==> src/rtl/dmem_arbiter_if.sv <==
// Bundle of the core, debug and RAM-side signals around the data-memory arbiter.
// The slave modport is the arbiter's view; master is the requester/RAM side.
interface dmem_arbiter_if #(
   parameter int unsigned AW = 8,
   parameter int unsigned DW = 32
);
   logic          core_req;
   logic          core_we;
   logic [AW-1:0] core_addr;
   logic [DW-1:0] core_wdata;
   logic [2:0]    core_func3;
   logic          core_gnt;
   logic          core_stall;
   logic          core_rvalid;
   logic [DW-1:0] core_rdata;

   logic          dbg_req;
   logic          dbg_we;
   logic          dbg_lock;
   logic [AW-1:0] dbg_addr;
   logic [DW-1:0] dbg_wdata;
   logic [2:0]    dbg_func3;
   logic          dbg_gnt;
   logic          dbg_rvalid;
   logic [DW-1:0] dbg_rdata;

   logic [AW-1:0] mem_addr;
   logic [DW-1:0] mem_din;
   logic [2:0]    mem_func3;
   logic          mem_wren;
   logic [DW-1:0] mem_dout;

   modport slave (
      input  core_req, core_we, core_addr, core_wdata, core_func3,
      output core_gnt, core_stall, core_rvalid, core_rdata,
      input  dbg_req, dbg_we, dbg_lock, dbg_addr, dbg_wdata, dbg_func3,
      output dbg_gnt, dbg_rvalid, dbg_rdata,
      output mem_addr, mem_din, mem_func3, mem_wren,
      input  mem_dout
   );

   modport master (
      output core_req, core_we, core_addr, core_wdata, core_func3,
      input  core_gnt, core_stall, core_rvalid, core_rdata,
      output dbg_req, dbg_we, dbg_lock, dbg_addr, dbg_wdata, dbg_func3,
      input  dbg_gnt, dbg_rvalid, dbg_rdata,
      input  mem_addr, mem_din, mem_func3, mem_wren,
      output mem_dout
   );
endinterface

==> src/rtl/dmem_arbiter.sv <==
// Shares the single-port data RAM between the core MEM stage and the debug port,
// with bounded debug wait and a bounded exclusive debug lock window.
module dmem_arbiter #(
   parameter int unsigned AW       = 8,
   parameter int unsigned DW       = 32,
   parameter int unsigned MAX_WAIT = 3,
   parameter int unsigned LOCK_MAX = 8
) (
   input logic            clock,
   input logic            clear,
   dmem_arbiter_if.slave  bus
);
   localparam int unsigned WW = $clog2(MAX_WAIT + 1);
   localparam int unsigned LW = (LOCK_MAX > 1) ? $clog2(LOCK_MAX) : 1;

   typedef enum logic [1:0] {StCore, StLock, StRelease} stateT;

   stateT         state;
   logic [WW-1:0] waitCnt;
   logic [LW-1:0] lockCnt;
   logic          rdPending;
   logic          rdOwnerDbg;
   logic          coreGnt;
   logic          dbgGnt;

   always_comb begin
      coreGnt = 1'b0;
      dbgGnt  = 1'b0;
      unique case (state)
         StCore: begin
            if (waitCnt == WW'(MAX_WAIT) && bus.dbg_req) dbgGnt = 1'b1;
            else if (bus.core_req)                      coreGnt = 1'b1;
            else if (bus.dbg_req)                       dbgGnt = 1'b1;
         end
         StLock:    dbgGnt  = bus.dbg_req;
         StRelease: coreGnt = bus.core_req;
         default: ;
      endcase
      // No access may reach the RAM while reset is held.
      if (!clear) begin
         coreGnt = 1'b0;
         dbgGnt  = 1'b0;
      end
   end

   always_comb begin
      bus.mem_addr  = {AW{1'b0}};
      bus.mem_din   = {DW{1'b0}};
      bus.mem_func3 = 3'd0;
      bus.mem_wren  = 1'b0;
      if (coreGnt) begin
         bus.mem_addr  = bus.core_addr;
         bus.mem_din   = bus.core_wdata;
         bus.mem_func3 = bus.core_func3;
         bus.mem_wren  = bus.core_we;
      end else if (dbgGnt) begin
         bus.mem_addr  = bus.dbg_addr;
         bus.mem_din   = bus.dbg_wdata;
         bus.mem_func3 = bus.dbg_func3;
         bus.mem_wren  = bus.dbg_we;
      end
   end

   assign bus.core_gnt    = coreGnt;
   assign bus.dbg_gnt     = dbgGnt;
   assign bus.core_stall  = bus.core_req & ~coreGnt;
   assign bus.core_rvalid = rdPending & ~rdOwnerDbg;
   assign bus.dbg_rvalid  = rdPending & rdOwnerDbg;
   assign bus.core_rdata  = bus.core_rvalid ? bus.mem_dout : {DW{1'b0}};
   assign bus.dbg_rdata   = bus.dbg_rvalid ? bus.mem_dout : {DW{1'b0}};

   always_ff @(posedge clock or negedge clear) begin
      if (!clear) begin
         state      <= StCore;
         waitCnt    <= '0;
         lockCnt    <= '0;
         rdPending  <= 1'b0;
         rdOwnerDbg <= 1'b0;
      end else begin
         rdPending  <= (coreGnt & ~bus.core_we) | (dbgGnt & ~bus.dbg_we);
         rdOwnerDbg <= dbgGnt;

         if (dbgGnt || !bus.dbg_req)      waitCnt <= '0;
         else if (waitCnt != WW'(MAX_WAIT)) waitCnt <= waitCnt + 1'b1;

         unique case (state)
            StCore: begin
               lockCnt <= '0;
               if (dbgGnt && bus.dbg_lock) state <= StLock;
            end
            StLock: begin
               lockCnt <= lockCnt + 1'b1;
               if (!bus.dbg_lock || lockCnt == LW'(LOCK_MAX - 1)) state <= StRelease;
            end
            StRelease: begin
               lockCnt <= '0;
               state   <= StCore;
            end
            default: begin
               lockCnt <= '0;
               state   <= StCore;
            end
         endcase
      end
   end
endmodule

==> src/flat_wrapper.sv <==
// flat-port wrapper written by rule: the top's interface ports become plain ports
module dmem_arbiter_flat 
#(
   parameter int unsigned AW       = 8,
   parameter int unsigned DW       = 32,
   parameter int unsigned MAX_WAIT = 3,
   parameter int unsigned LOCK_MAX = 8
)
  (clock, clear, bus_core_req, bus_core_we, bus_core_addr, bus_core_wdata, bus_core_func3, bus_core_gnt, bus_core_stall, bus_core_rvalid, bus_core_rdata, bus_dbg_req, bus_dbg_we, bus_dbg_lock, bus_dbg_addr, bus_dbg_wdata, bus_dbg_func3, bus_dbg_gnt, bus_dbg_rvalid, bus_dbg_rdata, bus_mem_addr, bus_mem_din, bus_mem_func3, bus_mem_wren, bus_mem_dout);
  dmem_arbiter_if #(.AW(AW), .DW(DW)) bus_i ();
  input logic clock;
  input logic clear;
  input wire logic [$bits(bus_i.core_req)-1:0] bus_core_req;
  input wire logic [$bits(bus_i.core_we)-1:0] bus_core_we;
  input wire logic [$bits(bus_i.core_addr)-1:0] bus_core_addr;
  input wire logic [$bits(bus_i.core_wdata)-1:0] bus_core_wdata;
  input wire logic [$bits(bus_i.core_func3)-1:0] bus_core_func3;
  output wire logic [$bits(bus_i.core_gnt)-1:0] bus_core_gnt;
  output wire logic [$bits(bus_i.core_stall)-1:0] bus_core_stall;
  output wire logic [$bits(bus_i.core_rvalid)-1:0] bus_core_rvalid;
  output wire logic [$bits(bus_i.core_rdata)-1:0] bus_core_rdata;
  input wire logic [$bits(bus_i.dbg_req)-1:0] bus_dbg_req;
  input wire logic [$bits(bus_i.dbg_we)-1:0] bus_dbg_we;
  input wire logic [$bits(bus_i.dbg_lock)-1:0] bus_dbg_lock;
  input wire logic [$bits(bus_i.dbg_addr)-1:0] bus_dbg_addr;
  input wire logic [$bits(bus_i.dbg_wdata)-1:0] bus_dbg_wdata;
  input wire logic [$bits(bus_i.dbg_func3)-1:0] bus_dbg_func3;
  output wire logic [$bits(bus_i.dbg_gnt)-1:0] bus_dbg_gnt;
  output wire logic [$bits(bus_i.dbg_rvalid)-1:0] bus_dbg_rvalid;
  output wire logic [$bits(bus_i.dbg_rdata)-1:0] bus_dbg_rdata;
  output wire logic [$bits(bus_i.mem_addr)-1:0] bus_mem_addr;
  output wire logic [$bits(bus_i.mem_din)-1:0] bus_mem_din;
  output wire logic [$bits(bus_i.mem_func3)-1:0] bus_mem_func3;
  output wire logic [$bits(bus_i.mem_wren)-1:0] bus_mem_wren;
  input wire logic [$bits(bus_i.mem_dout)-1:0] bus_mem_dout;
  assign bus_i.core_req = bus_core_req;
  assign bus_i.core_we = bus_core_we;
  assign bus_i.core_addr = bus_core_addr;
  assign bus_i.core_wdata = bus_core_wdata;
  assign bus_i.core_func3 = bus_core_func3;
  assign bus_core_gnt = bus_i.core_gnt;
  assign bus_core_stall = bus_i.core_stall;
  assign bus_core_rvalid = bus_i.core_rvalid;
  assign bus_core_rdata = bus_i.core_rdata;
  assign bus_i.dbg_req = bus_dbg_req;
  assign bus_i.dbg_we = bus_dbg_we;
  assign bus_i.dbg_lock = bus_dbg_lock;
  assign bus_i.dbg_addr = bus_dbg_addr;
  assign bus_i.dbg_wdata = bus_dbg_wdata;
  assign bus_i.dbg_func3 = bus_dbg_func3;
  assign bus_dbg_gnt = bus_i.dbg_gnt;
  assign bus_dbg_rvalid = bus_i.dbg_rvalid;
  assign bus_dbg_rdata = bus_i.dbg_rdata;
  assign bus_mem_addr = bus_i.mem_addr;
  assign bus_mem_din = bus_i.mem_din;
  assign bus_mem_func3 = bus_i.mem_func3;
  assign bus_mem_wren = bus_i.mem_wren;
  assign bus_i.mem_dout = bus_mem_dout;
  dmem_arbiter #(.AW(AW), .DW(DW), .MAX_WAIT(MAX_WAIT), .LOCK_MAX(LOCK_MAX)) u_core (.clock(clock), .clear(clear), .bus(bus_i));
endmodule
==> config.mk <==
export PLATFORM = sky130hd
export DESIGN_NAME = dmem_arbiter_flat
export DESIGN_NICKNAME = d
export VERILOG_FILES = /design/src/rtl/dmem_arbiter_if.sv /design/src/rtl/dmem_arbiter.sv /design/src/flat_wrapper.sv
export SDC_FILE = /design/constraint.sdc
export NUM_CORES = 1
export LEC_CHECK = 0
export BUFFER_PORTS_ARGS = -buffer_cell sky130_fd_sc_hd__buf_2
export CAP_MARGIN = 15
export CORE_AREA = 2 2 92 94
export CTS_BUF_LIST = sky130_fd_sc_hd__clkbuf_8
export DETAILED_ROUTE_END_ITERATION = 8
export DIE_AREA = 0 0 94 96
export PLACE_DENSITY = 0.64
export SETUP_SLACK_MARGIN = 0.02
export SLEW_MARGIN = 20
export SYNTH_ARGS = -nofsm -noshare
export SYNTH_HDL_FRONTEND = slang
export SYNTH_SLANG_ARGS = --single-unit
==> constraint.sdc <==
create_clock -name clock -period 2.1 [get_ports clock]
set_clock_uncertainty 0.2 [all_clocks]
set_input_delay 0.21 -clock clock [delete_from_list [all_inputs] [get_ports clock]]
set_output_delay 0.21 -clock clock [all_outputs]
set_load 0.02 [all_outputs]
==> results of run 1 <==
-- stage by stage --
step	area [um2]	setup TNS (ns)
after global routing	3200	-5.75
after detailed placement	2630	0
after CTS	2790	-5.47
final	3200	-3.59
after floorplan	1320	0
after global placement	2630	0
-- per-layer routing --
layer / track usage [%] / up-vias / part of all wire, %
met1: 12.8 / 1047 / 34
met5: 0 / - / 0
met2: 28.1 / 153 / 56
li1: - / 1103 / -
met3: 2.19 / 13 / 8.8
met4: 3.86 / 0 / 1.8
-- flip-flops by register name, indices dropped and copies added (netlist names) --
signal	count
u_core.lockCnt	3
u_core.state	2
u_core.waitCnt	2
u_core.rdOwnerDbg	1
u_core.rdPending	1
-- Yosys cell counts, types with 2 or more instances --
cell type and number:
a22o_1 45, and2_1 33, and3_1 33, clkbuf_1 10, dfrtp_1 9, buf_2 6, inv_1 5, nor2b_1 5
nor2_1 4, buf_6 3, ha_1 3, a21oi_1 2
-- final timing paths --
check | from | endpoint | slack (ns) | cells after the start
max | u_core.waitCnt[0] | bus_mem_din[5] | -0.13 | 6
min | bus_dbg_req | u_core.waitCnt[0] | 0.01 | 3
max reg2reg | u_core.waitCnt[0] | u_core.rdPending | 0.29 | 6
min reg2reg | u_core.lockCnt[0] | u_core.lockCnt[0] | 0.26 | 1
max in group asynchronous | clear | u_core.waitCnt[1] | 1.05 | 2
min in group asynchronous | clear | u_core.state[0] | 0.35 | 2
-- report_power, final --
group / internal (W) / leakage [nW] / total (W) / switching, W
Sequential: 0.000186 / 0.122 / 0.000196 / 0.0000101
Combinational: 0.000368 / 1.85 / 0.000733 / 0.000365
Clock: 0.000127 / 0.0269 / 0.000198 / 0.0000705
Total: 0.000682 / 2.00 / 0.00113 / 0.000445
-- worst max-delay path, stage by stage, from the launching register on --
cell	delay [ns]
dfrtp_1	0.39
ha_2	0.18
nand2b_4	0.15
o211a_4	0.30
clkbuf_16	0.18
a22o_4	0.25
buf_6	0.13
-- cell type report --
type / count / area (um2)
clock buffer: 3 / 41.3
clock inverter: 1 / 3.75
fill: 810 / 4850
inverter: 5 / 18.8
multi-input combinational: 135 / 1040
sequential: 9 / 225
tap: 105 / 131
timing repair buffer: 255 / 1740
-- logic make-up (layout without fill, tap and decap cells) --
kind of cell    count (synthesis)  in the layout  share of synthesized area, %
buf+inv                        24            264                          9.07
fa+ha+maj                       3              3                          2.84
simple gates                   80             80                          37.6
flops                           9              9                          17.0
mux                             1              1                         0.756
xor+xnor                        1              1                         0.662
compound gates                 49             50                          32.0
-- what timing repair did --
action | in CTS | in global routing
gates resized for setup | 14 | 83
endpoints found under the hold margin | 10 | 0
gates cloned | 2 | 6
setup endpoints to repair | 44 | 44
setup buffers | 0 | 2
pin swaps | 2 | 39
hold buffers | 2 | 0
==> impl_metrics.toml, run 1 <==
[yosys]
syn_nets = 295
seq_area_frac_synth_pct = 17.0
yosysTopAreaCellShare_pct = 29.8
synth-edff-count = 0
synth_area_leader_cell = "a22o_1"
avgSynthCellArea_um2 = 7.93
syn-instance-count = 167
synth_area_leaders = "a22o_1 30%, dfrtp_1 17%, and2_1 16%, and3_1 16%, clkbuf_1 2.8%"
ys_types = 21
syn-cell-area_um2 = 1320
synth-seq-cells = 9
synthFlopType = "dfrtp_1"
async_flop_share_pct = 100
synth_warnings = 0

[job]
drv_cap = 0

[die]
die_h_um = 96
core_um2 = 8050
start_util_pct = 16.4
die_w_um = 94
io_pins = 238
dieArea_um2 = 9020
std_cell_rows = 33

[cells_and_area]
final_util_pct = 39.8
stdcell_count = 513
final_common_cell = "buf_2"
n_antenna_cell = 0
fin_nets = 537
layout_common_cells = "193 x buf_2, 46 x buf_6, 43 x a22o_1, 33 x and2_1, 33 x and3_1"
area_growth_pct = 142
drive_gt1_share_pct = 64.7

[routing]
routedWlPerCell_um = 15.4
wl_mm = 7.89
drtIter0Drc = 41
route.detailed.drc = 0
drt-pass1-iter-count = 4
via_per_inst = 4.51
drtAntennaViolNets = 0
vias = 2316

[clocking]
htree_levels = 1
cts.reportedPaths.clkPinSlew_ns = 0.05
cts_made_buffers = 3
clock-root-buffer = "clkbuf_8"
cts_sinks = 9
worstSkewPairLatency_ns = 0.23
cts_max_path_buffers = 2
cts_tree = "built"

[timing]
setup_ws_ns = -0.131
whs_ns = 0.0131
setup_violations = 44
fin_crit_sh_pct = 106
final_hold_viol_count = 0
max_freq_ghz = 0.448
worstMarginPinSlew_ns = 0.430
rsz0062_at_grt = "yes"
drv_slew = 0
fin_crit_ns = 2.23
relSlewSlack_pct = 71.2

[global_routing]
grt_pass1_vias = 1992
grt_start_max_net_pins = 48
antenna_found_initial = 0
grt_pass1_wl_mm = 9.40
overflow = 0
grt_usage_pct = 13.2

[pwr]
peakVddDrop_mv = 0.162
power_w = 0.00113
cellLeakagePower_nw = 2.00
p_per_area_nw_per_um2 = 352

[placement]
gp_congestion = 0.744
portBuffers = 237
post-place-cells = 497
hpwl_mm = 5.72
pre_cts_ws_ns = 0.0605

[worst_setup_path]
critPathKind = "register to primary output"
worst-path-max-fanout = 6
setup.worst_path.start_class = "register"
worstSetupEndpointType = "primary output"
cp.required_ns = 1.69
arrival_ns = 1.82

[worst_hold_path]
hp-class = "input pin to register"

[run_status]
status = "complete, but fails checks"
violations = "negative setup slack"
(Power assumes the default switching activity.)
==> inputs of run 2 (changes only) <==
--- a/config.mk
+++ b/config.mk
@@ -5,13 +5,13 @@
 export SDC_FILE = /design/constraint.sdc
 export NUM_CORES = 1
 export LEC_CHECK = 0
-export BUFFER_PORTS_ARGS = -buffer_cell sky130_fd_sc_hd__buf_2
 export CAP_MARGIN = 15
-export CORE_AREA = 2 2 92 94
+export CORE_AREA = 3 3 90 92
 export CTS_BUF_LIST = sky130_fd_sc_hd__clkbuf_8
 export DETAILED_ROUTE_END_ITERATION = 8
-export DIE_AREA = 0 0 94 96
-export PLACE_DENSITY = 0.64
+export DIE_AREA = 0 0 93 95
+export DONT_BUFFER_PORTS = 1
+export PLACE_DENSITY = 0.39
 export SETUP_SLACK_MARGIN = 0.02
 export SLEW_MARGIN = 20
 export SYNTH_ARGS = -nofsm -noshare
==> constraint.sdc (replaced) <==
create_clock -name clock -period 2.1 [get_ports clock]
set_clock_uncertainty 0.2 [all_clocks]
set_input_delay 0.105 -clock clock [delete_from_list [all_inputs] [get_ports clock]]
set_output_delay 0.105 -clock clock [all_outputs]
set_load 0.02 [all_outputs]
==> run 2 against run 1 <==
Against the previous run: the run now ends clean; sequential share of layout area grew 3.9 points; clock-buffer cell count is the same; register-to-register slack lost 0.11 ns; clock power grew 3%; sequential power is essentially flat.
==> impl_metrics.toml, run 2 (synthesized netlist as in run 1, its figures left out) <==
[run_status]
status = "completed"

[clocking]
clock-root-buffer = "clkbuf_8"
cts_max_path_buffers = 2
cts_tree = "built"
cts.reportedPaths.clkPinSlew_ns = 0.05
cts_made_buffers = 3
cts_sinks = 9
htree_levels = 1
worstSkewPairLatency_ns = 0.24
cts_setup_buffers = 0

[worst_hold_path]
hold-path-cell-count = 2
hp-class = "input pin to register"

[timing]
drv_slew = 0
setup_tns_ns = 0
final_hold_viol_count = 0
whs_ns = 0.0418
fin_crit_ns = 2.09
setup_ws_ns = 0.00866
max_freq_ghz = 0.478
rsz0062_at_grt = "yes"
relSlewSlack_pct = 69.5
fin_crit_sh_pct = 99.6
worstMarginPinSlew_ns = 0.456
setup_violations = 0

[pwr]
cellLeakagePower_nw = 1.06
p_per_area_nw_per_um2 = 438
share_comb_of_total_power_pct = 55.8
power_frac_seq_pct = 21.5
power_switching_share_pct = 41.8
pwr-share-clk_pct = 22.7
power.switching_w = 0.000377
internal_power_w = 0.000524
peakVddDrop_mv = 0.189

[cells_and_area]
top_register = "u_core.lockCnt"
stdcell_count = 280
multi_input_comb_area_um2 = 1300
drive_gt1_share_pct = 35.2
largest_register_ffs = 3
fin_area_um2 = 2060
fin_nets = 308
final_common_cell = "a22o_4"
top_regs = "u_core.lockCnt (3), u_core.state (2), u_core.waitCnt (2)"
fill_cells = 780
layout_common_cells = "34 x a22o_4, 33 x and2_1, 33 x and3_1, 11 x a22o_1, 10 x buf_6"
seqCellArea_um2 = 225
area_growth_pct = 55.4

[die]
die_h_um = 95
core_um2 = 7290
die_w_um = 93
io_pins = 238
std_cell_rows = 31
start_util_pct = 18.2
dieArea_um2 = 8840

[worst_setup_path]
cp_slowest_stage_delay_ns = 0.38
worst-path-max-fanout = 8
r2r_cells = 4
setup.worst_path.start_class = "register"
crit_family = "compound AO/OA/AOI/OAI gates"
cp_num_cells = 6
cp.required_ns = 1.79
critPathKind = "register to primary output"
path_cells = "ha_2 > nand2b_4 > o211a_4 > buf_12 > a22o_1 > buf_6"
slowest_stage = "dfrtp_1"
arrival_ns = 1.79
worstSetupEndpointType = "primary output"
critPathBufInv = 2

[routing]
routed-wl-met3_um = 907
drtIter0Drc = 62
route.detailed.drc = 0
wl_mm = 7.87
highest_layer = "met4"
drt-pass1-iter-count = 5
via_per_inst = 5.39
wl_met1_mm = 2.41
vias = 1510
dr_wl_met2_mm = 4.33
routedWlPerCell_um = 28.1
drtAntennaViolNets = 0

[global_routing]
grt_start_max_net_pins = 48
grt_usage_pct = 14.8
overflow = 0
antenna_found_initial = 2
grt_pass1_wl_mm = 9.38
grt_pass1_vias = 1406

[placement]
gp_congestion = 0.906
post-place-cells = 264
pre_cts_ws_ns = 0.212
hpwl_mm = 6.14
place_area_um2 = 1510
portBuffers = 0

[job]
drv_cap = 0
## run 2: cell count changes in the layout (fill, tap and decap cells not counted), sizes merged
cell | previous run | this run
buf | 249 | 18
clkbuf | 7 | 5
clkinv | 0 | 1
diode | 0 | 2
dlygate4sd3 | 2 | 7
inv | 6 | 5
o211a | 2 | 1
## run 2: stage by stage
stage | utilization (%) | total power (W)
floorplan | - | 0.000512
global placement | 20.7 | 0.000583
detailed placement | 20.7 | 0.000587
CTS | 25.7 | 0.000870
global route | 28.2 | 0.000938
finish | 28.2 | 0.000900
## run 2: worst register-to-register path, cell delays in order (launching register included)
cell and delay (ns):
dfrtp_1 0.38, ha_2 0.19, nand2b_4 0.14, o211a_4 0.30, dlygate4sd3_1 0.58
## run 2: path summary, 6_finish.rpt
| kind | startpoint | to | slack (ns) |
|---|---|---|---|
| max | u_core.waitCnt[1] | bus_mem_din[4] | 0.009 |
| min in group asynchronous | clear | u_core.waitCnt[0] | 0.05 |
| max in group asynchronous | clear | u_core.rdPending | 1.32 |
| min reg2reg | u_core.lockCnt[0] | u_core.lockCnt[0] | 0.25 |
| min | bus_dbg_lock | u_core.state[0] | 0.04 |
| max reg2reg | u_core.waitCnt[1] | u_core.rdOwnerDbg | 0.18 |
## run 2: what timing repair did
action / CTS / global route
cloned: 1 / 2
pin swaps: 3 / 40
hold buffers: 7 / 0
hold endpoints to repair: 15 / 0
resized for setup: 46 / 29
endpoints found under the setup margin: 18 / 24
## run 2: per-layer routing
metal	GRT usage [%]	vias to the layer above
met5	0	-
met4	8.18	0
met3	3.90	14
met2	28.5	154
met1	14.2	699
li1	-	643
## run 2: final cells by class
| cell class | count | area share (%) |
|---|---|---|
| repair buffers | 27 | 16.4 |
| flip-flops and latches | 9 | 10.9 |
| well taps | 99 | 6.02 |
| clock inverters | 1 | 0.243 |
| clock buffers | 3 | 2.01 |
| multi-input cells | 134 | 63.2 |
| diodes | 2 | 0.243 |
| inverters | 5 | 0.912 |
## run 2: power by group through the flow
| stage | combinational, W | clock, W | sequential, W |
|---|---|---|---|
| after detailed placement | 0.000390 | 0 | 0.000197 |
| after floorplan | 0.000315 | 0 | 0.000196 |
| final | 0.000502 | 0.000204 | 0.000194 |
| after global routing | 0.000527 | 0.000216 | 0.000195 |
| after global placement | 0.000387 | 0 | 0.000196 |
| after CTS | 0.000468 | 0.000208 | 0.000194 |
==> inputs of run 3 (changes only) <==
--- a/config.mk
+++ b/config.mk
@@ -5,13 +5,14 @@
 export SDC_FILE = /design/constraint.sdc
 export NUM_CORES = 1
 export LEC_CHECK = 0
-export CAP_MARGIN = 15
-export CORE_AREA = 3 3 90 92
+export CELL_PAD_IN_SITES_DETAIL_PLACEMENT = 0
+export CELL_PAD_IN_SITES_GLOBAL_PLACEMENT = 1
+export CORE_AREA = 3 3 92 94
 export CTS_BUF_LIST = sky130_fd_sc_hd__clkbuf_8
 export DETAILED_ROUTE_END_ITERATION = 8
-export DIE_AREA = 0 0 93 95
+export DIE_AREA = 0 0 95 97
 export DONT_BUFFER_PORTS = 1
-export PLACE_DENSITY = 0.39
+export PLACE_DENSITY = 0.52
 export SETUP_SLACK_MARGIN = 0.02
 export SLEW_MARGIN = 20
 export SYNTH_ARGS = -nofsm -noshare
==> run 3 against run 2 <==
Against the previous run: hold slack got worse by 0.020 ns; non-clock buffer count unchanged; fmax about the same; die area increased by 4.3%; critical path type unchanged; power decreased by 1.2%; highest routed layer unchanged; critical endpoint is now bus_mem_din[30]; design area decreased by 1.8%; combinational power decreased by 1%; first-iteration DRC count decreased by 58%; critical path depth unchanged; global-route usage decreased by 0.65 points; clock power decreased by 2%.
==> impl_metrics.toml, run 3 (synthesized netlist as in run 1, its figures left out) <==
[timing]
fin_crit_ns = 2.09
max_freq_ghz = 0.478
setup_tns_ns = 0
final_hold_viol_count = 0
worstMarginPinSlew_ns = 0.449
drv_slew = 0
setup_violations = 0
fin_crit_sh_pct = 99.7
rsz0062_at_grt = "yes"
setup_ws_ns = 0.00684
relSlewSlack_pct = 70.0

[placement]
pre_cts_ws_ns = 0.208
hpwl_mm = 5.80
post-place-cells = 267
gp_congestion = 0.858
place_area_um2 = 1520
portBuffers = 0

[die]
dieArea_um2 = 9220
die_h_um = 97
io_pins = 238
core_um2 = 7730
std_cell_rows = 32
die_w_um = 95
start_util_pct = 17.1

[clocking]
clock-root-buffer = "clkbuf_8"
worstSkewPairLatency_ns = 0.24
cts_tree = "built"
htree_levels = 1
cts_made_buffers = 3
cts_sinks = 9
cts.reportedPaths.clkPinSlew_ns = 0.05
cts_max_path_buffers = 2

[worst_setup_path]
worst-path-max-fanout = 6
setup.worst_path.start_class = "register"
r2r_slack_ns = 0.35
worstSetupEndpointType = "primary output"
r2r-start = "u_core.waitCnt[1]"
r2r_cells = 5
critPathKind = "register to primary output"
arrival_ns = 1.79
rr_endpoint = "u_core.rdPending"
cp.required_ns = 1.79
critPathLaunch = "u_core.waitCnt[1]"
critPathCapture = "bus_mem_din[30]"

[global_routing]
grt_use_met2_pct = 28.3
grt_pass1_vias = 1408
grt_start_max_net_pins = 37
grtUsageMet3_pct = 4.67
antenna_found_initial = 1
grt_busiest_layer = "met2"
grt_pass1_wl_mm = 9.52
grt_usage_pct = 14.1
overflow = 0
met1_usage_pct = 13.2

[pwr]
pwr-share-clk_pct = 22.5
p_per_area_nw_per_um2 = 440
internal_power_w = 0.000517
peakVddDrop_mv = 0.304
power_switching_share_pct = 41.9
power_frac_seq_pct = 21.8
cellLeakagePower_nw = 1.04
power.switching_w = 0.000372
share_comb_of_total_power_pct = 55.7

[routing]
via_per_inst = 5.33
routedWlPerCell_um = 26.2
drtAntennaViolNets = 0
drtIter0Drc = 26
wl_mm = 7.39
route.detailed.drc = 0
vias = 1502
drt-pass1-iter-count = 4

[cells_and_area]
drive_gt1_share_pct = 36.3
top_register = "u_core.lockCnt"
largest_register_ffs = 3
fin_area_um2 = 2020
fin_nets = 308
top_regs = "u_core.lockCnt (3), u_core.state (2), u_core.waitCnt (2)"
stdcell_count = 282
multi_input_comb_area_um2 = 1270
layout_common_cells = "33 x and2_1, 33 x and3_1, 30 x a22o_4, 9 x a22o_1, 9 x dfrtp_1"
final_util_pct = 26.1
seqCellArea_um2 = 225
area_growth_pct = 52.6
fill_cells = 822

[worst_hold_path]
hp-class = "input pin to register"
hold-path-cell-count = 2
min_from = "bus_dbg_lock"

[run_status]
status = "completed"

[job]
drv_cap = 0
-- run 3: changes by cell type in the layout (fill, tap and decap cells not counted) --
cell,before,now
buf_4,5,8
dlygate4sd3_1,7,6
inv_1,5,6
buf_6,10,8
a22o_2,0,6
clkinv_2,1,0
diode_2,2,1
a22o_4,34,30
a22o_1,11,9
-- run 3: stage by stage --
step | total power [W] | hold WS [ns]
after floorplan | 0.000512 | -0.391
after global placement | 0.000580 | -0.390
after detailed placement | 0.000584 | -0.390
after CTS | 0.000862 | 0.0188
after global routing | 0.000937 | 0.0361
final | 0.000889 | 0.0222
-- run 3: layer usage --
layer,wire [um],share of wire (%)
met3,855,12
met4,141,1.9
met1,2290,31
met2,4100,56
met5,0,0
-- run 3: worst min-delay path by stage --
stage                        endpoint  slack [ns]
finish                u_core.state[0]        0.02
global route          u_core.state[0]        0.04
CTS                   u_core.state[0]        0.02
detailed placement  u_core.waitCnt[0]       -0.39
global placement    u_core.waitCnt[0]       -0.39
floorplan           u_core.lockCnt[0]       -0.39
-- run 3: power by group through the flow --
stage	clock network (W)	logic [W]	registers, W
after floorplan	0	0.000315	0.000196
after CTS	0.000206	0.000461	0.000194
final	0.000200	0.000495	0.000194
after detailed placement	0	0.000387	0.000196
after global routing	0.000217	0.000525	0.000195
after global placement	0	0.000383	0.000196
-- run 3: repair_timing --
| action | 4_1_cts | 5_1_grt |
|---|---|---|
| setup endpoints to repair | 28 | 11 |
| pin swaps | 4 | 35 |
| endpoints found under the hold margin | 14 | 0 |
| gates resized for setup | 38 | 31 |
| cloned | 1 | 2 |
| buffers inserted | 1 | 0 |
| hold buffers | 6 | 0 |
-- run 3: area by class of cell --
type	count	share of cell area (%)
diodes	1	0.124
clock buffers	3	2.04
clock inverters	1	0.186
inverters	5	0.929
multi-input cells	134	63.0
flip-flops and latches	9	11.2
well taps	102	6.32
repair buffers	27	16.2
-- run 3: critical path, cell delays in order, from the launching register on --
cell and delay [ns]:
dfrtp_1 0.38, ha_2 0.19, nand2b_4 0.14, o211a_4 0.31, clkbuf_16 0.18, a22o_1 0.22, buf_6 0.13
